### src/rtl/palette_pkg.sv
// palette_pkg: shared state type, reset defaults and LFSR helper for palette_sequencer
package palette_pkg;
  typedef enum logic {HOLD, FADE} state_t;
  localparam logic [23:0] PALETTE_INIT_DEF = 24'hFC3330;
  localparam logic [15:0] LFSR_SEED_DEF = 16'hACE1;
  localparam logic [15:0] LFSR_TAPS = 16'hB400;
  function automatic logic [15:0] lfsr_next(input logic [15:0] l);
    return {l[14:0], ^(l & LFSR_TAPS)};
  endfunction
endpackage

### src/rtl/palette_fade_step.sv
// palette_fade_step: moves one 2-bit colour channel one unit toward its target
//  cur in 2: current channel value
//  tgt in 2: target channel value
//  nxt out 2: cur stepped by 1 toward tgt, saturating at tgt
module palette_fade_step (
  input  logic [1:0] cur,
  input  logic [1:0] tgt,
  output logic [1:0] nxt
);
  always_comb nxt = cur < tgt ? cur + 2'd1 : cur > tgt ? cur - 2'd1 : cur;
endmodule

### src/rtl/palette_sequencer.sv
// palette_sequencer: frame counter plus 4-entry RRGGBB palette that drifts between LFSR-drawn targets
//  clk         in  1   pixel clock
//  reset       in  1   asynchronous active-high reset
//  vsync       in  1   vsync, rising edge marks a frame tick
//  freeze      in  1   stalls palette state and counters (frame_count keeps counting)
//  next_req    in  1   pulse requesting an early palette change
//  palette     out 24  {e3,e2,e1,e0}, registered
//  frame_count out 10  frames since reset, wrapping
//  fading      out 1   high while fading toward a target
//  pal_update  out 1   one-cycle pulse when palette changes
//  Macro PALETTE_SEQ_FADE_EN enables gradual fading; otherwise a drawn target is applied at once.
module palette_sequencer
  import palette_pkg::*;
#(
  parameter int          HOLD_FRAMES  = 120,
  parameter int          FADE_PERIOD  = 4,
  parameter logic [23:0] PALETTE_INIT = PALETTE_INIT_DEF,
  parameter logic [15:0] LFSR_SEED    = LFSR_SEED_DEF
) (
  input  logic        clk,
  input  logic        reset,
  input  logic        vsync,
  input  logic        freeze,
  input  logic        next_req,
  output logic [23:0] palette,
  output logic [9:0]  frame_count,
  output logic        fading,
  output logic        pal_update
);
  state_t      state;
  logic        vsync_q, pending;
  logic [7:0]  hold_cnt, fade_cnt;
  logic [15:0] lfsr, lfsr_nx;
  logic [23:0] target, drawn, stepped;
  logic        tick, draw;
  always_comb begin
    tick    = vsync & ~vsync_q;
    lfsr_nx = lfsr_next(lfsr);
    drawn   = {lfsr_nx[7:0], lfsr_nx};
    // a request arriving on the tick cycle itself is honoured by that tick
    draw    = hold_cnt == 8'(HOLD_FRAMES - 1) | pending | next_req;
  end
  for (genvar i = 0; i < 12; i++) begin : g_step
    palette_fade_step u_step (.cur(palette[2*i +: 2]), .tgt(target[2*i +: 2]), .nxt(stepped[2*i +: 2]));
  end
`ifdef PALETTE_SEQ_FADE_EN
  assign fading = state == FADE;
`else
  assign fading = 1'b0;
`endif
  always_ff @(posedge clk or posedge reset) begin
    if (reset) begin
      vsync_q     <= 1'b1;
      state       <= HOLD;
      hold_cnt    <= '0;
      fade_cnt    <= '0;
      pending     <= 1'b0;
      lfsr        <= LFSR_SEED;
      target      <= PALETTE_INIT;
      palette     <= PALETTE_INIT;
      frame_count <= '0;
      pal_update  <= 1'b0;
    end else begin
      vsync_q    <= vsync;
      pal_update <= 1'b0;
      if (next_req) pending <= 1'b1;
      if (tick) frame_count <= frame_count + 10'd1;
      if (tick && !freeze) begin
        if (state == HOLD) begin
          if (draw) begin
            lfsr     <= lfsr_nx;
            target   <= drawn;
            pending  <= 1'b0;
            hold_cnt <= '0;
            fade_cnt <= '0;
`ifdef PALETTE_SEQ_FADE_EN
            state    <= FADE;
`else
            palette    <= drawn;
            pal_update <= drawn != palette;
`endif
          end else hold_cnt <= hold_cnt + 8'd1;
        end else if (fade_cnt == 8'(FADE_PERIOD - 1)) begin
          fade_cnt   <= '0;
          palette    <= stepped;
          pal_update <= stepped != palette;
          if (stepped == target) begin
            state    <= HOLD;
            hold_cnt <= '0;
          end
        end else fade_cnt <= fade_cnt + 8'd1;
      end
    end
  end
endmodule

### config.mk
export PLATFORM = sky130hd
export DESIGN_NAME = palette_sequencer
export DESIGN_NICKNAME = d
export VERILOG_FILES = /design/src/rtl/palette_pkg.sv /design/src/rtl/palette_fade_step.sv /design/src/rtl/palette_sequencer.sv
export SDC_FILE = /design/constraint.sdc
export NUM_CORES = 1
export LEC_CHECK = 0
export ABC_AREA = 1
export CORE_ASPECT_RATIO = 0.9
export CORE_MARGIN = 2
export CORE_UTILIZATION = 50
export CTS_BUF_LIST = sky130_fd_sc_hd__clkbuf_4
export CTS_CLUSTER_DIAMETER = 80
export CTS_CLUSTER_SIZE = 30
export DETAILED_ROUTE_END_ITERATION = 8
export MAX_ROUTING_LAYER = met4
export PLACE_DENSITY = 0.7
export SLEW_MARGIN = 25
export SYNTH_ARGS = -nofsm -noshare
export SYNTH_HDL_FRONTEND = slang
export SYNTH_SLANG_ARGS = --single-unit
### constraint.sdc
create_clock -name clk -period 8.5 [get_ports clk]
set_clock_uncertainty 0.15 [all_clocks]
set_input_delay 2.55 -clock clk [delete_from_list [all_inputs] [get_ports clk]]
set_output_delay 2.55 -clock clk [all_outputs]
set_load 0.02 [all_outputs]
==> results.md, run 1 <==
- Clk buf depth: 2
- Slowest cell delay on critical path: 0.63 ns
- Antenna-violating nets left: 0
- Drt first pass iters: 5
- Vias in the first global route: 4964
- Vias/cell: 5.30
- Crit path depth: 1
- Final period util: 0.521
- Max-slew headroom: 0.471
- Critical-path cell list: clkdlybuf4s50_1
- Clock root cell: clkbuf_4
- Setup TNS: 0 ns
- Final wirelength: 13900 µm
- Dominant synthesized flop cell: dfrtp_1
- Largest net degree at the start of global routing: 43
- Worst-skew pair later-pin latency: 0.47 ns
- DR iter-0 viols: 334
- Die Area: 0.0120 mm²
- H-tree depth: 3
- Worst setup EP type: output pin
- Cell Area, Synth: 0.00559 mm²
- Worst vdd ir: 0.141 mV
- R2r endpoint: palette[10]$_DFFE_PP0P_
- # setup viols final: 0
- Crit path kind: flip-flop to output pin
- Setup crit end: palette[22]
- Post-cts repair resize count: 0
- Synth cell types: 39
- Largest area contributor in the netlist: dfrtp_1
- Share of cells above drive strength 1: 0.0839
- Total Routing Usage GR: 0.253
- Hold_buf cts: 0
- Routed len/inst: 14.1 µm
- GP Congestion: 0.912
- Crit path DAT: 1.73 ns
- Antenna diode count: 0
- CP bufs+invs: 1
- Setup Buffers After CTS: 0
- Critical path required time: 5.80 ns
- Asr flop ratio synth: 1.00
- First-pass GRT wire length: 23500 µm
- Syn_nets: 826
- Top cells by count, synth: 272 x nand2_1, 108 x inv_1, 83 x nand3_1, 59 x o21ai_0, 55 x dfrtp_1
- Mean Syn Cell Area: 7.04 µm²
- Top cells by area, synth: dfrtp_1 25%, nand2_1 18%, dfstp_2 13%
- Fill count: 1010
- DRC viols: 0
- Die W: 115 µm
- Final min period: 4.43 ns
- Initial Util: 0.515
- Yosys warns: 0
- Post-synth EDFFs: 0
- DP HPWL: 10400 µm
- Pleak: 3.12 nW
- Area growth syn-to-layout: 11.6%
- Startpoint Class: flip-flop
- Clk slew on worst S/H paths: 0.15 ns
- Final Hold Fails: 0
- Post-layout util: 0.574
- Worst Tran Pin Value: 0.792 ns
- Port Buffers: 39
- Max Cap Viol: 0
- FF-to-FF path depth: 9
- Core Area: 0.0109 mm²
- Register area share after synthesis: 0.373
- Num CTS Buffers: 9
- HP Class: flip-flop to flip-flop
- Top-count cell post-synth: nand2_1
- Sink Count: 82
- FF-to-FF Start: state$_DFFE_PP0P_
- Crit-path max FO: 4
- Post-synth top area share: 0.246
- Flops & latches, synth: 82
- Cell Rows: 36
- Final Max Slew Viols: 0
- Unrepaired setup endpoints after global routing: no
- Status: finished, final reports clean
- Initial antenna violation count: 0
- PwrDens: 282 mW/mm²
- Die H: 104 µm
- Total gr overflow: 0
- Synth Instances: 794
- Reg2Reg Setup Slack: 5.68 ns
- Launch point of the worst path: palette[22]$_DFFE_PP1P_
- Total Nets Final: 861
- Worst path top cell family by delay: flip-flops
- Vias: 5225
- CTS tree: yes
- FMAX: 0.226 GHz
- Critical-path top delay cell: dfstp_2
- Total I/O pin count: 41
[flip-flops by register name (all words and copies together) (netlist names)]
| name | flops |
|---|---|
| vsync_q | 1 |
| fade_cnt | 8 |
| frame_count | 10 |
| pal_update | 1 |
| lfsr | 16 |
| pending | 1 |
| target | 12 |
| palette | 24 |
| hold_cnt | 8 |
| state | 1 |
[cells in the final DEF (no fill, tap or decap), types with 4 or more instances in the layout]
cell,count
dfrtp_1,55
inv_1,107
clkbuf_4,9
a21oi_1,9
o21ai_0,59
xnor2_1,21
dfstp_2,27
o21ai_1,6
inv_2,5
clkdlybuf4s50_1,39
nand2_1,272
nor3_1,6
o21ai_2,5
a22oi_1,4
ha_1,27
xor2_1,12
o211ai_1,5
nand4_1,14
nor2_1,36
nand3_1,83
[metrics by stage]
stage / total power [mW] / std cells / hold WS (ns) / setup slack [ns] / instance area [µm²]
after floorplan: 1.26 / 794 / 0.300 / 3.74 / 5590
after global placement: 1.51 / 969 / 0.316 / 3.75 / 6090
after detailed placement: 1.54 / 970 / 0.316 / 3.65 / 6110
after CTS: 1.76 / 986 / 0.347 / 4.01 / 6230
after global routing: 1.92 / 986 / 0.371 / 3.88 / 6230
final: 1.76 / 986 / 0.349 / 4.07 / 6230
[layout make-up]
type                            count  area, µm²  area share
Timing Repair Buffer               43        433      0.0694
Multi-Input combinational cell    579       2970       0.477
Clock inverter                      7       53.8     0.00863
Inverter                          114        430      0.0690
Sequential cell                    82       2090       0.335
Tap cell                          152        190      0.0305
Clock buffer                        9       67.6      0.0108
[layer usage]
metal  track usage  wire (µm)  vias up
met5             -          0        -
met4        0.0731        261        0
met3        0.0542        853       24
met2         0.378       6240      173
met1         0.346       6550     2413
li1              -          -     2615
[where the power goes]
part / leakage (nW) / total [mW] / switching [mW] / internal [mW]
Combinational: 2.07 / 0.933 / 0.583 / 0.349
Sequential: 0.986 / 0.609 / 0.115 / 0.494
Clock: 0.0585 / 0.214 / 0.153 / 0.0612
Total: 3.12 / 1.76 / 0.851 / 0.905
[cell families (layout without fill, tap and decap cells)]
| group | after synthesis | after routing | share of synthesized area |
|---|---|---|---|
| fa+ha+maj | 27 | 27 | 0.0605 |
| simple gates | 427 | 427 | 0.328 |
| buf+inv | 133 | 173 | 0.0945 |
| xor+xnor | 33 | 33 | 0.0517 |
| compound gates | 91 | 91 | 0.0914 |
| other cells | 1 | 1 | 0.000671 |
| flops | 82 | 82 | 0.373 |
[worst min path at each step]
stage,startpoint,end,slack (ns),cells after the start
6_report,lfsr[15]$_DFFE_PP1P_,lfsr[15]$_DFFE_PP1P_,0.35,2
5_1_grt,frame_count[9]$_DFFE_PP0P_,frame_count[9]$_DFFE_PP0P_,0.37,1
2_1_floorplan,lfsr[15]$_DFFE_PP1P_,lfsr[15]$_DFFE_PP1P_,0.30,2
4_1_cts,lfsr[15]$_DFFE_PP1P_,lfsr[15]$_DFFE_PP1P_,0.35,2
3_5_place_dp,frame_count[9]$_DFFE_PP0P_,frame_count[9]$_DFFE_PP0P_,0.32,1
3_3_place_gp,frame_count[9]$_DFFE_PP0P_,frame_count[9]$_DFFE_PP0P_,0.32,1
Note: power is estimated with default switching activity, not from simulation.
==> run 2: changes to the inputs <==
Clock period 8.5 ns to 4.5 ns, I/O delays scaled along.
==> results.md, run 2 (synthesis results as in run 1) <==
- Final Cell Area: 0.00629 mm² (+0.88%)
- Largest registers: palette x24, lfsr x16, target x12
- Top sig layer: met4
- Worst slack, placed: 0.954 ns (-2.70 ns)
- Worst Tran Pin Value: 0.738 ns (-0.0544 ns)
- Met1 Wirelength: 6440 µm (-1.7%)
- Max reg flops: 24 (unchanged)
- Clk buf depth: 2 (unchanged)
- Reg area: 0.00209 mm² (unchanged)
- Final Hold Fails: 0 (unchanged)
- Routed len/inst: 14.3 µm (+1.5%)
- Critical-path cell list: clkdlybuf4s50_1
- Critical-path top delay cell: dfstp_2
- Slowest cell delay on critical path: 0.63 ns (about the same)
- Total Routing Usage GR: 0.259 (+0.00647)
- Worst setup EP type: output pin
- Clk slew on worst S/H paths: 0.14 ns (about the same)
- Max-slew headroom: 0.507 (+0.0362)
- First-pass GRT wire length: 24000 µm (+2.1%)
- Crit path kind: flip-flop to output pin
- Final worst slack: 1.27 ns (-2.81 ns)
- Final wirelength: 14100 µm (+1.6%)
- Vias/cell: 5.28 (-0.41%)
- PwrDens: 549 mW/mm² (+95%)
- Setup Buffers After CTS: 0 (unchanged)
- DRC viols: 0 (unchanged)
- Most common cell after layout, fill and taps aside: nand2_1
- Crit path DAT: 1.73 ns (about the same)
- CTS tree: yes
- Status: finished, final reports clean
- Total I/O pin count: 41 (unchanged)
- Core Area: 0.0109 mm² (unchanged)
- Worst path top cell family by delay: flip-flops
- Startpoint Class: flip-flop
- Worst vdd ir: 0.291 mV (+110%)
- Hold_buf cts: 0 (unchanged)
- Largest reg by FF count: palette
- Die H: 104 µm (unchanged)
- # setup viols final: 0 (unchanged)
- Critical path required time: 3.00 ns (-2.80 ns)
- Pleak: 3.15 nW (+1.1%)
- Num CTS Buffers: 9 (unchanged)
- Crit-path max FO: 6 (+2)
- Final min period: 3.23 ns
- Initial Util: 0.515 (unchanged)
- CP bufs+invs: 1 (unchanged)
- Total Nets Final: 862 (+0.12%)
- H-tree depth: 3 (unchanged)
- Multi-input logic area: 0.00297 mm² (unchanged)
- Max Cap Viol: 0 (unchanged)
- Drt first pass iters: 5 (unchanged)
- Met2 WL: 6450 µm (+3.4%)
- Die Area: 0.0120 mm² (unchanged)
- Reg2Reg Setup Slack: 1.65 ns (-4.03 ns)
- Initial antenna violation count: 0 (unchanged)
- DR iter-0 viols: 297 (-11%)
- Vias in the first global route: 5115 (+3.0%)
- Vias: 5209 (-0.31%)
- Final period util: 0.719
- GP Congestion: 0.895 (-1.9%)
- Worst-skew pair later-pin latency: 0.48 ns (about the same)
- Sink Count: 82 (unchanged)
- Setup TNS: 0 ns (unchanged)
- Share of cells above drive strength 1: 0.0850 (+0.00110)
- Antenna-violating nets left: 0 (unchanged)
- Port Buffers: 39 (unchanged)
- Final Max Slew Viols: 0 (unchanged)
- Unrepaired setup endpoints after global routing: no
- Cell Rows: 36 (unchanged)
- Fill count: 1014 (+0.40%)
- DP HPWL: 10500 µm (+0.93%)
- Post-cts repair resize count: 0 (unchanged)
- Total power: 3.45 mW (+97%)
- Area growth syn-to-layout: 12.6%
- Die W: 115 µm (unchanged)
- HP Class: flip-flop to flip-flop
- Most frequent cells in the layout: 272 x nand2_1, 107 x inv_1, 83 x nand3_1
- Metal3 WL: 890 µm (+4.3%)
- Largest net degree at the start of global routing: 47 (+9.3%)
- Placed cell areas: 0.00612 mm² (+0.12%)
- FMAX: 0.309 GHz
- Clock root cell: clkbuf_4
- Antenna diode count: 0 (unchanged)
- Total gr overflow: 0 (unchanged)
run 2: layer usage:
metal  vias to the layer above  GRT usage
li1                       2616          -
met1                      2400      0.348
met2                       163      0.388
met3                        30     0.0583
met4                         0     0.0869
met5                         -          -
run 2: power breakdown:
part | switching [mW] | internal, mW | total (mW)
combinational | 1.12 | 0.660 | 1.78
sequential | 0.212 | 0.933 | 1.15
clock | 0.294 | 0.231 | 0.524
run 2: worst reg2reg max path, stage by stage, from the launching register on:
cell	delay, ns
dfrtp_1	0.56
inv_1	0.17
ha_1	0.35
nand2_1	0.11
nand2_1	0.10
nand2_1	0.09
nand2_1	0.05
nand2_1	0.07
nand2_1	0.08
nand2_1	0.06
nand2_1	0.05
nor2_1	0.22
nand2_1	0.09
nor2_1	0.11
nand3_2	0.21
nand2_2	0.19
nand2_1	0.06
nand2_1	0.07
run 2: through the flow:
| stage | cells | utilization | hold WS, ns |
|---|---|---|---|
| detailed placement | 971 | 0.564 | 0.318 |
| global route | 987 | 0.579 | 0.348 |
| finish | 987 | 0.579 | 0.337 |
| global placement | 971 | 0.564 | 0.312 |
| floorplan | 794 | - | 0.300 |
| CTS | 987 | 0.579 | 0.338 |
run 2: path summary, 6_finish.rpt:
check	from	to	cells after the start
worst max-delay path	palette[12]$_DFFE_PP1P_	palette[12]	1
worst min-delay path	lfsr[15]$_DFFE_PP1P_	lfsr[15]$_DFFE_PP1P_	2
worst max register to register	lfsr[1]$_DFFE_PP0P_	hold_cnt[6]$_DFFE_PP0P_	17
worst min register to register	lfsr[15]$_DFFE_PP1P_	lfsr[15]$_DFFE_PP1P_	2
max in group asynchronous	reset	target[20]$_DFFE_PP1P_	3
min in group asynchronous	reset	frame_count[5]$_DFFE_PP0P_	2
run 2: layout make-up:
class                      count  share of cell area
clock buffer                   9              0.0107
multi-input combinational    579               0.473
inverter                     114              0.0684
sequential                    82               0.332
tap                          152              0.0302
clock inverter                 7              0.0161
timing repair buffer          44              0.0700
==> run 3: changes to the inputs <==
Settings changed: PLACE_DENSITY 0.7 to 0.72.
Clock period 4.5 ns to 2.75 ns, I/O delays scaled along.
==> results.md, run 3 (synthesis results as in run 1) <==
- Hold Crit Start: frame_count[9]$_DFFE_PP0P_
- Critical-path top delay cell: dfstp_2
- Worst-skew pair later-pin latency: 0.46 ns (-0.02 ns)
- HP Class: flip-flop to flip-flop
- Worst hold margin: 0.352 ns (+0.0148 ns)
- Worst vdd ir: 0.429 mV (+47%)
- Total Routing Usage GR: 0.255 (-0.00422)
- Core Area: 0.0109 mm² (unchanged)
- DR iter-0 viols: 341 (+15%)
- FF-to-FF Start: palette[12]$_DFFE_PP1P_
- Worst path top cell family by delay: flip-flops
- CTS tree: yes
- Fill count: 1003 (-1.1%)
- Total power: 5.57 mW (+61%)
- PwrDens: 863 mW/mm² (+57%)
- Final min period: 2.68 ns
- Total gr overflow: 0 (unchanged)
- Drt first pass iters: 5 (unchanged)
- Startpoint Class: flip-flop
- Num CTS Buffers: 9 (unchanged)
- Pleak: 3.25 nW (+3.0%)
- Met1 usage: 0.342 (-0.00588)
- Combinational power share: 0.550 (+0.034)
- Worst slack, placed: -0.0389 ns (-0.993 ns)
- Cell Rows: 36 (unchanged)
- Initial Util: 0.515 (unchanged)
- Clock root cell: clkbuf_4
- Total I/O pin count: 41 (unchanged)
- Sink Count: 82 (unchanged)
- Clk slew on worst S/H paths: 0.16 ns (+0.02 ns)
- Global Route met2 Usage: 0.386 (-0.00209)
- Most frequent cells in the layout: 271 x nand2_1, 107 x inv_1, 83 x nand3_1
- Share of cells above drive strength 1: 0.109 (+0.0240)
- Critical path required time: 1.78 ns (-1.22 ns)
- Worst setup EP type: output pin
- Critical-path cell list: clkdlybuf4s50_1
- Multi-input logic area: 0.00302 mm² (+1.7%)
- Total Nets Final: 880 (+2.1%)
- GP Congestion: 0.921 (+2.9%)
- Vias in the first global route: 5058 (-1.1%)
- Area growth syn-to-layout: 15.5%
- Reg2Reg Setup Slack: 0.20 ns (-1.45 ns)
- Slowest cell delay on critical path: 0.62 ns (about the same)
- Placed cell areas: 0.00627 mm² (+2.4%)
- Clk buf depth: 2 (unchanged)
- FF-to-FF path depth: 15 (-2)
- Reg area: 0.00209 mm² (unchanged)
- Hold_buf cts: 0 (unchanged)
- Routed len/inst: 14.1 µm (-1.5%)
- Crit path DAT: 1.71 ns (-0.02 ns)
- Largest net degree at the start of global routing: 83 (+77%)
- Sw Ratio: 0.488 (+0.0161)
- Vias/cell: 5.31 (+0.70%)
- Most common cell after layout, fill and taps aside: nand2_1
- Final Hold Fails: 0 (unchanged)
- Die W: 115 µm (unchanged)
- Clock power share: 0.120 (-0.032)
- Final period util: 0.975
- Int Pwr: 2.85 mW (+56%)
- Vias: 5341 (+2.5%)
- # setup viols final: 0 (unchanged)
- Largest reg by FF count: palette
- Crit path kind: flip-flop to output pin
- Max reg flops: 24 (unchanged)
- Largest registers: palette x24, lfsr x16, target x12
- Initial antenna violation count: 0 (unchanged)
- Final Max Slew Viols: 0 (unchanged)
- CP bufs+invs: 1 (unchanged)
- Die Area: 0.0120 mm² (unchanged)
- Max Cap Viol: 0 (unchanged)
- Port Buffers: 39 (unchanged)
- DP HPWL: 10500 µm (about the same)
- GR peak layer: met2
- First-pass GRT wire length: 23700 µm (-1.3%)
- Die H: 104 µm (unchanged)
- Crit-path max FO: 6 (unchanged)
- Final wirelength: 14200 µm (+0.32%)
- Status: finished, final reports clean
- DRC viols: 0 (unchanged)
- R2r endpoint: hold_cnt[5]$_DFFE_PP0P_
- Seq pwr share: 0.330 (-0.002)
- Psw: 2.72 mW (+67%)
- Antenna-violating nets left: 0 (unchanged)
- WHS Path Cells: 1 (-1)
- Final Cell Area: 0.00645 mm² (+2.6%)
- Final worst slack: 0.0689 ns (-1.20 ns)
- H-tree depth: 3 (unchanged)
- Post-layout util: 0.594 (+0.0150)
- Hold path endpoint: frame_count[9]$_DFFE_PP0P_
- FMAX: 0.373 GHz
- Antenna diode count: 0 (unchanged)
- GRT met3 Usage: 0.0519 (-0.00641)
[run 3: cell count changes in the layout (fill, tap and decap cells not counted), sizes merged, moves of 2 or more]
| cell | previous run | this run |
|---|---|---|
| buf | 5 | 22 |
| bufinv | 2 | 0 |
| clkdlybuf4s50 | 39 | 36 |
| dlymetal6s2s | 0 | 3 |
[run 3: how the worst max path moves through the flow]
stage,end,from,slack [ns],cells after the start
final,palette[13],palette[13]$_DFFE_PP1P_,0.07,1
after CTS,palette[22],palette[22]$_DFFE_PP1P_,0.02,2
after floorplan,hold_cnt[3]$_DFFE_PP0P_,lfsr[5]$_DFFE_PP1P_,0.25,18
after global routing,hold_cnt[2]$_DFFE_PP0P_,palette[12]$_DFFE_PP1P_,-0.0002,15
after detailed placement,hold_cnt[5]$_DFFE_PP0P_,vsync,-0.04,13
after global placement,hold_cnt[7]$_DFFE_PP0P_,vsync,0.002,13
[run 3: what timing repair did]
item | in CTS | in global routing
setup endpoints to repair | 0 | 12
setup buffers | 0 | 1
gates resized for setup | 0 | 14
[run 3: area by class of cell]
type / instances / area share
Timing Repair Buffer: 61 / 0.0931
Multi-Input combinational cell: 580 / 0.469
Clock inverter: 7 / 0.00795
Clock buffer: 9 / 0.0105
Inverter: 114 / 0.0671
Sequential cell: 82 / 0.323
Tap cell: 152 / 0.0295
[run 3: per-layer routing]
layer	vias to the layer above	wire length, µm
li1	2650	-
met1	2501	6720
met2	159	6340
met3	31	749
met4	0	353
met5	-	0
[run 3: power by group through the flow]
stage          logic, mW  registers, mW  clock network (mW)
2_1_floorplan       1.93           1.95                   0
3_3_place_gp        2.87           1.85                   0
3_5_place_dp        2.97           1.86                   0
4_1_cts             2.99           1.84               0.680
5_1_grt             3.49           1.88               0.727
6_report            3.06           1.84               0.671
[run 3: through the flow]
stage	setup TNS [ns]	cells
2_1_floorplan	0	794
3_3_place_gp	0	987
3_5_place_dp	-0.200	987
4_1_cts	0	1003
5_1_grt	-0.000168	1005
6_report	0	1005
